**config.mk**
```make
export PLATFORM = sky130hd
export DESIGN_NAME = multicycle_controller
export DESIGN_NICKNAME = d
export VERILOG_FILES = /design/src/rtl/multicycle_controller.sv
export SDC_FILE = /design/constraint.sdc
export NUM_CORES = 1
export LEC_CHECK = 0
export ABC_AREA = 1
export ABC_CLOCK_PERIOD_IN_PS = 2650
export CORE_ASPECT_RATIO = 1.1
export CORE_MARGIN = 2
export CORE_UTILIZATION = 40
export DETAILED_ROUTE_END_ITERATION = 8
export PLACE_DENSITY = 0.82
export SLEW_MARGIN = 10
export SYNTH_ARGS = -nofsm -noshare
export SYNTH_HDL_FRONTEND = slang
export SYNTH_SLANG_ARGS = --single-unit
```
**constraint.sdc**
```tcl
create_clock -name clk -period 2.65 [get_ports clk]
set_input_delay 0.265 -clock clk [delete_from_list [all_inputs] [get_ports clk]]
set_output_delay 0.265 -clock clk [all_outputs]
set_load 0.01 [all_outputs]
```
**src/rtl/multicycle_controller.sv**
```systemverilog
// Main control FSM of the multicycle RISC-V core: sequences fetch/decode/execute/memory/writeback
// and drives the datapath mux selects, write enables and ALUOp.
//
// state      | meaning
// 0 FETCH    | read instruction at PC, PC += 4 when memory is ready
// 1 DECODE   | read registers, compute branch/jump target
// 2 MEMADR   | compute load/store address
// 3 MEMREAD  | read data memory, wait for ready
// 4 MEMWB    | write loaded data to register file
// 5 MEMWRITE | write data memory, wait for ready
// 6 EXECR    | R-type ALU operation
// 7 EXECI    | I-type ALU operation
// 8 ALUWB    | write ALU result to register file
// 9 BEQ      | compare operands, take branch on zero
// 10 JAL     | PC <- target, compute link address
// 11 TRAP    | unsupported opcode, parked until reset
module multicycle_controller (
   input  logic       clk,
   input  logic       rst_n,
   input  logic [6:0] op,
   input  logic       zero,
   input  logic       mem_ready,
   output logic       pc_write,
   output logic       adr_src,
   output logic       mem_write,
   output logic       ir_write,
   output logic [1:0] result_src,
   output logic [1:0] alu_src_a,
   output logic [1:0] alu_src_b,
   output logic [1:0] imm_src,
   output logic       reg_write,
   output logic [1:0] alu_op,
   output logic       illegal,
   output logic       retire,
   output logic [3:0] state
);

   typedef enum logic [3:0] {
      S_FETCH    = 4'd0,
      S_DECODE   = 4'd1,
      S_MEMADR   = 4'd2,
      S_MEMREAD  = 4'd3,
      S_MEMWB    = 4'd4,
      S_MEMWRITE = 4'd5,
      S_EXECR    = 4'd6,
      S_EXECI    = 4'd7,
      S_ALUWB    = 4'd8,
      S_BEQ      = 4'd9,
      S_JAL      = 4'd10,
      S_TRAP     = 4'd11
   } state_t;

   localparam logic [6:0] OP_LW   = 7'b0000011;
   localparam logic [6:0] OP_SW   = 7'b0100011;
   localparam logic [6:0] OP_R    = 7'b0110011;
   localparam logic [6:0] OP_I    = 7'b0010011;
   localparam logic [6:0] OP_BEQ  = 7'b1100011;
   localparam logic [6:0] OP_JAL  = 7'b1101111;

   state_t state_q, state_d;
   logic   illegal_q, illegal_d;

   logic branch_c, pc_update_c, mem_write_c, ir_write_c, reg_write_c, retire_c;

   always_ff @(posedge clk) begin
      if (!rst_n) begin
         state_q   <= S_FETCH;
         illegal_q <= 1'b0;
      end else begin
         state_q   <= state_d;
         illegal_q <= illegal_d;
      end
   end

   always_comb begin
      state_d = state_q;
      case (state_q)
         S_FETCH:    if (mem_ready) state_d = S_DECODE;
         S_DECODE: begin
            case (op)
               OP_LW, OP_SW: state_d = S_MEMADR;
               OP_R:         state_d = S_EXECR;
               OP_I:         state_d = S_EXECI;
               OP_BEQ:       state_d = S_BEQ;
               OP_JAL:       state_d = S_JAL;
               default:      state_d = S_TRAP;
            endcase
         end
         S_MEMADR:   state_d = (op == OP_LW) ? S_MEMREAD : S_MEMWRITE;
         S_MEMREAD:  if (mem_ready) state_d = S_MEMWB;
         S_MEMWB:    state_d = S_FETCH;
         S_MEMWRITE: if (mem_ready) state_d = S_FETCH;
         S_EXECR:    state_d = S_ALUWB;
         S_EXECI:    state_d = S_ALUWB;
         S_ALUWB:    state_d = S_FETCH;
         S_BEQ:      state_d = S_FETCH;
         S_JAL:      state_d = S_ALUWB;
         S_TRAP:     state_d = S_TRAP;
         default:    state_d = S_FETCH;
      endcase
      illegal_d = illegal_q | ((state_q == S_DECODE) && (state_d == S_TRAP));
   end

   always_comb begin
      adr_src     = 1'b0;
      result_src  = 2'b00;
      alu_src_a   = 2'b00;
      alu_src_b   = 2'b00;
      alu_op      = 2'b00;
      branch_c    = 1'b0;
      pc_update_c = 1'b0;
      mem_write_c = 1'b0;
      ir_write_c  = 1'b0;
      reg_write_c = 1'b0;
      retire_c    = 1'b0;
      case (state_q)
         S_FETCH: begin
            alu_src_b   = 2'b10;
            result_src  = 2'b10;
            ir_write_c  = mem_ready;
            pc_update_c = mem_ready;
         end
         S_DECODE: begin
            alu_src_a = 2'b01;
            alu_src_b = 2'b01;
         end
         S_MEMADR: begin
            alu_src_a = 2'b10;
            alu_src_b = 2'b01;
         end
         S_MEMREAD: adr_src = 1'b1;
         S_MEMWB: begin
            result_src  = 2'b01;
            reg_write_c = 1'b1;
            retire_c    = 1'b1;
         end
         S_MEMWRITE: begin
            adr_src     = 1'b1;
            mem_write_c = 1'b1;
            retire_c    = mem_ready;
         end
         S_EXECR: begin
            alu_src_a = 2'b10;
            alu_op    = 2'b10;
         end
         S_EXECI: begin
            alu_src_a = 2'b10;
            alu_src_b = 2'b01;
            alu_op    = 2'b10;
         end
         S_ALUWB: begin
            reg_write_c = 1'b1;
            retire_c    = 1'b1;
         end
         S_BEQ: begin
            alu_src_a = 2'b10;
            alu_op    = 2'b01;
            branch_c  = 1'b1;
            retire_c  = 1'b1;
         end
         S_JAL: begin
            alu_src_a   = 2'b01;
            alu_src_b   = 2'b10;
            pc_update_c = 1'b1;
         end
         default: ;
      endcase
      // Enables are killed combinationally so a held reset cannot corrupt memory or registers.
      pc_write  = rst_n & ((branch_c & zero) | pc_update_c);
      mem_write = rst_n & mem_write_c;
      ir_write  = rst_n & ir_write_c;
      reg_write = rst_n & reg_write_c;
      retire    = rst_n & retire_c;
   end

   always_comb begin
      case (op)
         OP_SW:   imm_src = 2'b01;
         OP_BEQ:  imm_src = 2'b10;
         OP_JAL:  imm_src = 2'b11;
         default: imm_src = 2'b00;
      endcase
   end

   assign illegal = illegal_q;
   assign state   = state_q;

endmodule

```
==> Yosys cells after proc, flatten, opt, wreduce, memory -nomap -nowiden <==
Index checks and enable logic that the tools add are counted.
{ "op_classes": {"eq_ne": 18, "muxes": 18, "bitwise_logic": 8, "reduce_logical": 12} }
{ "ops": {"columns": ["cell", "n"], "rows": [
  ["$pmux W4 S7", 1],
  ["$eq A4 B4 Y1 const B", 5],
  ["$pmux W4 S5", 1],
  ["$eq A4 B3 Y1 const B", 4],
  ["$pmux W2 S2", 4],
  ["$eq A7 B6 Y1 const B", 2],
  ["$eq A7 B7 Y1 const B", 2],
  ["$mux W4", 3],
  ["$reduce_or A2 Y1", 6],
  ["$reduce_or A3 Y1", 3],
  ["$eq A4 B2 Y1 const B", 2],
  ["$eq A7 B2 Y1 const B", 1],
  ["$eq A7 B5 Y1 const B", 1],
  ["$and A1 B1 Y1", 6],
  ["$pmux W2 S3", 1],
  ["$mux W1", 5],
  ["$eq A4 B1 Y1 const B", 1],
  ["$logic_not A4 Y1", 1],
  ["$pmux W1 S2", 2],
  ["$reduce_or A4 Y1", 1],
  ["$mux W3", 1],
  ["$or A1 B1 Y1", 2],
  ["$logic_and A1 B1 Y1", 1]
]} }
{ "totals": {"ff_bits": 5, "in_bits": 11, "out_inout_bits": 21} }

==> Logic depth before layout (Yosys ltp) <==
{ "logic_depth": {"depth_word": 7, "mapped_depth": 10} }

==> Least setup slack after synthesis <==
OpenSTA, ideal clock, no wires.
{ "synth_path": {"path_type": "register -> output", "from": "register state_q[1] (netlist: state[1])", "to": "output pc_write", "arrival_ps": 1215, "required_ps": 2385, "path_slack_ps": 1170, "path_stages_with_launch": 7, "path_buffers": 1, "path_cell_list": "dfxtp_1 > buf_6 > nor2_1 > inv_1 > nor2_1 > nand2_1 > a31oi_1"} }
{ "synth_between": {"elab_chain_cells": 5, "elab_cells_between_ends": 8, "classes_between": "2 x eq/ne; 2 x mux; 3 x bitwise; 1 x reduce/logical"} }
{ "synth_lines": {"columns": ["item", "line_no", "source"], "rows": [
  ["start, declared", "60", "state_t state_q, state_d;"],
  ["start signal, assigned", "70", "state_q <= state_d;"],
  ["$eq A4 B4 Y1", "116", "case (state_q)"],
  ["$mux W1", "116", null],
  ["$and A1 B1 Y1", "169", "pc_write = rst_n & ((branch_c & zero) | pc_update_c);"],
  ["$or A1 B1 Y1 *", "169", null],
  ["$and A1 B1 Y1 *", "169", null],
  ["end, declared", "23", "output logic pc_write,"]
]} }
Every way passes the cells marked *; elsewhere a longest branch is shown, timed or not.

==> Final worst setup path <==
{ "layout_path": {"from": "register state_q[3] (netlist: state[3])", "to": "output retire"} }
{ "layout_between": {"elab_chain_cells": 4, "elab_cells_between_ends": 7, "classes_between": "4 x eq/ne; 1 x mux; 1 x bitwise; 1 x reduce/logical"} }
{ "layout_lines": {"columns": ["item", "line_no", "source"], "rows": [
  ["$eq A4 B4 Y1 or $eq A4 B3 Y1 (tied branches)", "116", null],
  ["$reduce_or A3 Y1 (no source line)", null, null],
  ["$pmux W1 S2 *", "116", null],
  ["$and A1 B1 Y1 *", "173", "retire = rst_n & retire_c;"],
  ["end, declared", "34", "output logic retire,"]
]} }
Marked as above.

==> out/summary.txt <==
Syn_nets - 117
Slowest CP cell - clkdlybuf4s50_1
Register share of total power - 21.4%
Nets@finish - 152
Gp weighted congestion - 0.846
R2R depth - 7
Share of post-route cells with drive strength above 1 - 16.4%
Post-DRT Antenna Nets - 0
Core area - 0.00137 mm2
Slew HR - 75.6%
Area Growth Syn to Fin - 59.1%
Minimum clock period - 2.11 ns
Switch share - 41.2%
I/O Buffers - 31
Peak supply drop - 0.348 mV
Prevailing post-synth register cell - dfxtp_1
Non-filler cells, final - 156
Clock share of power - 17.0%
Post-Synthesis Cells - 106
RSZ-0062 raised after global routing - no
CTS Root Cell - clkbuf_4
DRC - 0
FMAX - 473 MHz
Worst Path Required - 2.38 ns
Synth unique cells - 20
Crit. End Element - output pin
Final Cycle Share - 79.8%
Synth cell count leaders - nand2_1 (27), inv_1 (20), nor2_1 (15)
Die height - 44.1 um
DRT Pass-1 Iters - 4
Avg Vias per Cell - 4.60
Status - completed
Worst path depth - 7
Crit path top cell by count - inv_1
Cell Area, Synth - 584 um2
Antenna Cells - 0
P_sw - 210 uW
Ys Warns - 0
Hold crit path type - reg2reg
Max incr delay on CP - 0.55 ns
Grt total ovfl - 0
Longest Clk Path Bufs - 2
Hold Path Origin - illegal$_SDFF_PN0_
Hold-fix buffers at CTS - 0
Post_cts resized - 0
Setup TNS - 0 ns
Gate power share - 61.6%
Post-Route WL - 1530 um
IO Pins - 32
Setup crit start - state[3]$_SDFF_PN0_
Ys async rst share - 0%
Cell Pwr Density - 549 mW/mm2
Post-synth EDFFs - 0
Rows - 14
Via count of the routed design - 718
Final Hold Viols - 0
Dpl cells - 152
Die X-Extent - 40.4 um
Crit-path max FO - 4
Most frequent cell after synthesis - nand2_1
Worst hold path depth - 2
Critical path cell sequence - inv_1, nor2_1, inv_1, nor2_2, inv_1, a31oi_1, clkdlybuf4s50_1
Crit path buffers/inverters - 4
CP Launch Type - register
Top cells by area, synth - nand2_1 (17%), dfxtp_1 (17%), inv_1 (13%)
Critical setup path kind - reg2out
First-pass GRT wire length - 2520 um
Sequential area share after synthesis - 17.1%
HPWL after DPL - 1320 um
Area leader, netlist - nand2_1
Number of synthesized register bits - 5
Fillers - 143
Crit path DAT - 1.85 ns
Worst-Margin Slew - 0.366 ns
Average size of a mapped cell - 5.51 um2
Final Total Pwr - 511 uW
Final setup fails - 0
Initial Util - 42.8%
CTS tree - yes
Initial antenna violation count - 0
Vias in the first global route - 635
Final core area utilization - 68.0%
Max cap viols - 0
Clk sinks - 5
Share of the synthesized area in the top cell type - 17.3%
Int Power - 300 uW
DR WL/cell - 9.79 um
Reg clk slew, reported paths - 0.05 ns
Lkg Pwr - 0.000447 uW
Postcts setup bufs - 0
Clock Skew - 0.00805 ns
Largest net degree at the start of global routing - 10
Final Slew Violations - 0
H-tree levels - 1
Cell family with most CP delay - buffers and inverters
Die area - 0.00178 mm2
Reg2reg start - state[1]$_SDFF_PN0_
Total track usage - 19.7%
Clk Latency, worst-skew pair - 0.24 ns
Initial detailed-routing violation count - 19
CTS buffer count - 3
## tightest hold or removal path: stages, from the launching register on
cell and delay, ns:
dfxtp_1 0.31, inv_1 0.06, a21oi_2 0.05
## cell families (layout without fill, tap and decap cells)
family | count (synthesis) | count (layout) | synth area share, %
simple gates | 62 | 62 | 51.2
buf+inv | 26 | 60 | 18.2
compound gates | 13 | 13 | 13.5
flops | 5 | 5 | 17.1
## power by group through the flow
stage | registers [uW] | logic [uW] | clock network, uW
after floorplan | 109 | 182 | 0
after global placement | 110 | 314 | 0
after detailed placement | 110 | 317 | 0
after CTS | 109 | 318 | 89.3
after global routing | 111 | 350 | 95.1
final | 109 | 315 | 86.6
## sequential cells by signal, summed over array words and instances, names as in the netlist
signal   count
illegal      1
state        4
## per-stage QoR
| step | hold slack (ns) | worst slack, ns | cell area [um2] |
|---|---|---|---|
| CTS | 0.477 | 0.513 | 930 |
| floorplan | 0.363 | 1.17 | 584 |
| global route | 0.489 | 0.409 | 930 |
| detailed placement | 0.462 | 0.633 | 903 |
| finish | 0.469 | 0.535 | 930 |
| global placement | 0.452 | 0.672 | 903 |
## routing by layer
layer,global-route usage [%],wire [um]
met1,24.8,643
met2,33.7,774
met3,4.02,109
met4,4.00,0
met5,0,0
## final cells by class
class / instances / area, um2 / area share [%]
Inverter: 25 / 95.1 / 10.2
Multi-Input combinational cell: 75 / 378 / 40.6
Tap cell: 16 / 20.0 / 2.15
Clock buffer: 4 / 26.3 / 2.83
Timing Repair Buffer: 31 / 310 / 33.4
Sequential cell: 5 / 100 / 10.8
## worst paths after layout
path	endpoint	slack [ns]
setup reg to reg	state[2]$_SDFF_PN0_	1.25
setup / recovery	retire	0.54
hold / removal	illegal$_SDFF_PN0_	0.47
hold reg to reg	illegal$_SDFF_PN0_	0.47
## cells in the final DEF (no fill, tap or decap), drive strengths merged
cell type and count:
clkdlybuf4s50 31, nand2 31, inv 24, nor2 24
nand3 7, dfxtp 5, o21ai 4, a21oi 4
clkbuf 4, o211ai 2, a31oi 2, clkinv 1
o31ai 1
Note: power is estimated with default switching activity, not from simulation.
